--- src/rtl/sm4_pkg.sv ---
// Shared SM4 definitions: datapath widths and the tau sequencer state encoding.
package sm4_pkg;

  localparam int unsigned SM4_BYTE_W = 8;
  localparam int unsigned SM4_WORD_W = 32;

  typedef enum logic [1:0] {
    StIdle,
    StIssue,
    StWait,
    StDone
  } tau_state_t;

endpackage

--- src/rtl/sm4_tau_seq.sv ---
// sm4_tau_seq: word-level initiator for the byte-serial sm4_sbox handshake.
// Accepts a 32-bit word and pushes its four bytes (MSB first) through an
// external S-box one at a time. Returns tau(A) = (S(a0),S(a1),S(a2),S(a3)).
//
// Ports:
//   clk, rst            - clock (rising edge), synchronous active-high reset
//   start, din          - request pulse (sampled in idle only) and input word
//   busy                - high from the cycle after acceptance through done
//   done, dout          - one-cycle completion pulse; dout held until next start
//   err                 - timeout flag, pulses with done (0 unless timeout built)
//   sbox_start, sbox_x  - one-cycle S-box request and the byte presented
//   sbox_finish         - S-box result strobe
//   sbox_dout           - S-box result, sampled on sbox_finish
//
// Build option: define SM4_TAU_TIMEOUT_EN to add a per-byte wait limit of
// TIMEOUT_CYCLES; on expiry the block finishes with err=1 and dout=0.
module sm4_tau_seq
  import sm4_pkg::*;
#(
  parameter int unsigned TIMEOUT_CYCLES = 16
) (
  input  logic                  clk,
  input  logic                  rst,
  input  logic                  start,
  input  logic [SM4_WORD_W-1:0] din,
  output logic                  busy,
  output logic                  done,
  output logic [SM4_WORD_W-1:0] dout,
  output logic                  err,
  output logic                  sbox_start,
  output logic [SM4_BYTE_W-1:0] sbox_x,
  input  logic                  sbox_finish,
  input  logic [SM4_BYTE_W-1:0] sbox_dout
);

  tau_state_t            state_q, state_d;
  logic [1:0]            idx_q, idx_d;
  logic [SM4_WORD_W-1:0] word_q, word_d;
  logic [SM4_WORD_W-1:0] res_q, res_d;
  logic [SM4_WORD_W-1:0] dout_q, dout_d;
  logic                  tmo_hit;

  // The timeout counter is 8 bits wide, so the limit must fit in it.
  tau_timeout_range: assert property (@(posedge clk)
    (TIMEOUT_CYCLES >= 1) && (TIMEOUT_CYCLES <= 255));

`ifdef SM4_TAU_TIMEOUT_EN
  logic [7:0] tmo_cnt_q, tmo_cnt_d;
  logic       err_q;

  always_comb begin
    tmo_cnt_d = tmo_cnt_q;
    if (state_q == StIssue) begin
      tmo_cnt_d = '0;
    end else if ((state_q == StWait) && !sbox_finish) begin
      tmo_cnt_d = tmo_cnt_q + 8'd1;
    end
  end

  // A finish in the expiring cycle takes priority: the byte is captured instead.
  assign tmo_hit = (state_q == StWait) && !sbox_finish && (tmo_cnt_d == 8'(TIMEOUT_CYCLES));

  always_ff @(posedge clk) begin
    if (rst) begin
      tmo_cnt_q <= '0;
      err_q     <= 1'b0;
    end else begin
      tmo_cnt_q <= tmo_cnt_d;
      err_q     <= tmo_hit;  // set on the edge into done, cleared on the edge out
    end
  end

  assign err = err_q;
`else
  assign tmo_hit = 1'b0;
  assign err     = 1'b0;
`endif

  always_comb begin
    state_d = state_q;
    idx_d   = idx_q;
    word_d  = word_q;
    res_d   = res_q;
    dout_d  = dout_q;
    unique case (state_q)
      StIdle: begin
        if (start) begin
          word_d  = din;
          idx_d   = 2'd3;
          state_d = StIssue;
        end
      end
      StIssue: begin
        state_d = StWait;
      end
      StWait: begin
        if (sbox_finish) begin
          res_d[SM4_BYTE_W*idx_q +: SM4_BYTE_W] = sbox_dout;
          if (idx_q == 2'd0) begin
            // Publish the word on entry to done so dout is valid with the pulse.
            dout_d  = res_d;
            state_d = StDone;
          end else begin
            idx_d   = idx_q - 2'd1;
            state_d = StIssue;
          end
        end else if (tmo_hit) begin
          dout_d  = '0;
          state_d = StDone;
        end
      end
      StDone: begin
        state_d = StIdle;
      end
      default: state_d = StIdle;
    endcase
  end

  always_ff @(posedge clk) begin
    if (rst) begin
      state_q <= StIdle;
      idx_q   <= 2'd3;
      word_q  <= '0;
      res_q   <= '0;
      dout_q  <= '0;
    end else begin
      state_q <= state_d;
      idx_q   <= idx_d;
      word_q  <= word_d;
      res_q   <= res_d;
      dout_q  <= dout_d;
    end
  end

  assign busy       = (state_q != StIdle);
  assign done       = (state_q == StDone);
  assign sbox_start = (state_q == StIssue);
  assign dout       = dout_q;
  // Byte held for the whole issue/wait window; zero while not in a transaction.
  assign sbox_x     = ((state_q == StIssue) || (state_q == StWait)) ?
                      word_q[SM4_BYTE_W*idx_q +: SM4_BYTE_W] : '0;

endmodule

--- config.mk ---
export PLATFORM = sky130hd
export DESIGN_NAME = sm4_tau_seq
export DESIGN_NICKNAME = d
export VERILOG_FILES = /design/src/rtl/sm4_pkg.sv /design/src/rtl/sm4_tau_seq.sv
export SDC_FILE = /design/constraint.sdc
export NUM_CORES = 1
export LEC_CHECK = 0
export CAP_MARGIN = 30
export CORE_MARGIN = 2
export CORE_UTILIZATION = 51
export CTS_CLUSTER_SIZE = 8
export DETAILED_ROUTE_END_ITERATION = 16
export PLACE_DENSITY = 0.77
export SYNTH_ARGS = -nofsm -noshare
export SYNTH_HDL_FRONTEND = slang
export SYNTH_SLANG_ARGS = --single-unit
--- constraint.sdc ---
create_clock -name clk -period 2.17 [get_ports clk]
set_input_delay 0.3255 -clock clk [delete_from_list [all_inputs] [get_ports clk]]
set_output_delay 0.3255 -clock clk [all_outputs]
set_load 0.02 [all_outputs]
==> impl_metrics.ini <==
[synthesis]
muxShareOfSynthArea_pct = 5.61
synthSimpleGateAreaFrac_pct = 23.4
avgSynthCellArea_um2 = 8.89
synthCells = 482
synthXorXnorAreaFrac_pct = 0
syn_nets = 536
synth_flop_cell = dfxtp_1
synth_compound_area_share_pct = 15.4
async_flop_share_pct = 0
synth_edf_count = 0
synth_adder_area_share_pct = 2.92
synth_top_family_by_area = simple AND/OR/NAND/NOR gates
synth_warnings = 0
syn_area_mm2 = 0.00428
ys_ff_latch = 100
yosysUniqueCellTypes = 33
seq_area_frac_synth_pct = 46.7

[placed_design]
pre_cts_ws_ns = -0.170
placed_cells = 651
post-dp-hpwl_mm = 7.28
place_congestion = 0.798
io_buffers = 86

[critical_path]
criticalPathCategory = reg -> reg
cpPeakStageDelay_ns = 0.38
worst_ep_arrival_time_ns = 2.37
critPathCaptureType = flop
crit_chain = buf_4 -> buf_4 -> inv_1 -> ha_2 -> nor4bb_4 -> buf_6 -> a221oi_1 -> nor3_1
critPathMaxFanout = 10
worst_setup_path_start_kind = flop
critPathRequiredTime_ns = 2.44
cp_common_cell = buf_4
critPathSlowestCell = dfxtp_4

[clocking]
cts_buffers = 9
cts.sinks = 100
cts_hold_buf = 0
cts_tree = yes
clk_path_buf_depth = 2
clk_latency_ns = 0.36
clock-root-buffer = clkbuf_8
cts_max_level = 3
cts.reportedPaths.clkPinSlew_ns = 0.10

[die]
die_w_um = 95.6
row_count = 33
start_util_pct = 52.4
die_area_mm2 = 0.00915
core_mm2 = 0.00818
die_h_um = 95.6
ioPinCount = 88

[layout]
synthToLayoutAreaGrowth_pct = 27.5
register_area_mm2 = 0.00201
antenna-diode-count = 0
final_nets = 616
stdcell_count = 672
multi_input_area_mm2 = 0.00206
fin_util_pct = 66.8
drive_above_1_share_pct = 10.8
nFillCells = 693

[grt]
grt_pass1_vias = 3611
gr-total-overflow = 0
grt_most_used_layer = met2
antenna_found_initial = 0
track_usage_pct = 24.0
grt_max_degree = 34
grt_first_pass_wirelength_mm = 17.1
grt_use_met1_pct = 31.0
use_met2_pct = 40.5
use_met3_pct = 4.98

[power]
pwr-share-seq_pct = 48.7
power_density_mw_per_mm2 = 752
power.switching_uw = 1220
clkPwrFrac_pct = 30.3
irDropWorstVdd_mv = 0.424
power_frac_comb_pct = 21.1
swShare_pct = 29.6
leakage_uw = 0.00205
p_int_uw = 2890

[drt]
vias = 3760
detail-route-antenna-nets = 0
via_per_inst = 5.60
wl_per_cell_um = 16.0
drc_errors = 0
dr.pass1.iters = 5
drt_first_iter_violations = 190
routed_wl_mm = 10.7

[timing]
period_needed_ns = 2.10
finalHoldViolCount = 0
finClkSkew_ns = 0.0104
post-route-period-util_pct = 96.7
rsz0062_at_grt = true
fmaxAchievable_ghz = 0.477
setup_tns_ns = 0
fin_ws_ns = 0.0719
hold-worst-slack_ns = 0.395
setup-violations-final = 0
drv_slew = 0

[worst_hold_path]
hp-class = in -> reg

[status]
outcome = completed

[run]
maxCapViolations = 0
-- worst paths after layout --
| path | from | to | slack [ns] | depth (start not counted) |
|---|---|---|---|---|
| min reg2reg | dout[18]$_SDFFE_PP0P_ | dout[18]$_SDFFE_PP0P_ | 0.45 | 2 |
| min | rst | res_q[14]$_SDFFE_PP0P_ | 0.40 | 2 |
| max | idx_q[0]$_SDFFE_PP1P_ | dout[5]$_SDFFE_PP0P_ | 0.07 | 8 |
| max reg2reg | idx_q[0]$_SDFFE_PP1P_ | dout[5]$_SDFFE_PP0P_ | 0.07 | 8 |
-- state kept, by name, indices dropped and copies added (netlist names) --
register  count
dout         32
res_q        32
word_q       32
idx_q         2
state_q       2
-- timing repair --
action | in CTS | in global routing
pin swaps | 0 | 2
gates cloned | 0 | 1
setup buffers | 3 | 1
endpoints found under the setup margin | 56 | 28
resized for setup | 28 | 16
-- worst max-delay path, delay by kind of cell, from the launching register on --
kind                       cells  cell delay [ns]
AOI/OAI and AO/OA              1             0.09
DFF                            1             0.38
adders and majority gates      1             0.35
buffers and inverters          4             0.65
and+or+nand+nor                2             0.54
-- layout make-up --
| cell class | instances | area share, % |
|---|---|---|
| Clock buffer | 10 | 2.52 |
| Clock inverter | 6 | 1.26 |
| Inverter | 8 | 0.550 |
| Multi-Input combinational cell | 334 | 37.7 |
| Sequential cell | 100 | 36.7 |
| Tap cell | 105 | 2.41 |
| Timing Repair Buffer | 109 | 18.9 |
-- kinds of logic (layout without fill, tap and decap cells) --
| family | Yosys count | in the layout |
|---|---|---|
| buffers and inverters | 48 | 133 |
| AO/OA/AOI/OAI | 101 | 101 |
| other | 1 | 1 |
| AND/OR/NAND/NOR | 211 | 211 |
| multiplexers | 11 | 11 |
| adder cells (fa/ha/maj) | 10 | 10 |
| flip-flops | 100 | 100 |
-- layer usage --
metal	vias to the layer above	part of all wire (%)
met5	-	0
met4	0	1.4
met3	15	5.2
met2	125	50
met1	1772	44
li1	1848	-
-- Yosys cell counts (all sizes together) (6+ instances only) --
master	number	area, um^2
nand3	19	95.1
nand4b	6	52.6
and2	12	75.1
a221oi	18	170
clkbuf	22	82.6
nand3b	8	60.1
inv	8	30.0
nor2	41	154
a32oi	18	158
mux4	8	210
nor3	18	100
ha	10	125
dfxtp	100	2000
nand2	96	360
buf	18	135
a21oi	62	310
-- cell usage in the layout (no fill, tap or decap), types with 10 or more instances in the layout --
cell type / n
dfxtp_1: 99
a32oi_1: 18
a221oi_1: 16
nor3_1: 16
nand3_1: 19
clkdlybuf4s50_1: 77
nor2_1: 41
a21oi_1: 62
clkbuf_8: 10
nand2_1: 96
and2_1: 12
buf_4: 19
-- power by group through the flow --
stage | Clock (uW) | Sequential [uW] | Combinational (uW)
final | 1240 | 2000 | 865
after global placement | 0 | 2040 | 835
after CTS | 1260 | 2000 | 881
after detailed placement | 0 | 2040 | 865
after global routing | 1330 | 2010 | 952
after floorplan | 0 | 2030 | 561
-- stage by stage --
step | total power (uW) | area [um^2]
after global routing | 4290 | 5460
after global placement | 2870 | 5220
after CTS | 4140 | 5470
after floorplan | 2590 | 4280
final | 4110 | 5460
after detailed placement | 2910 | 5220
Note: power is estimated with default switching activity, not from simulation.
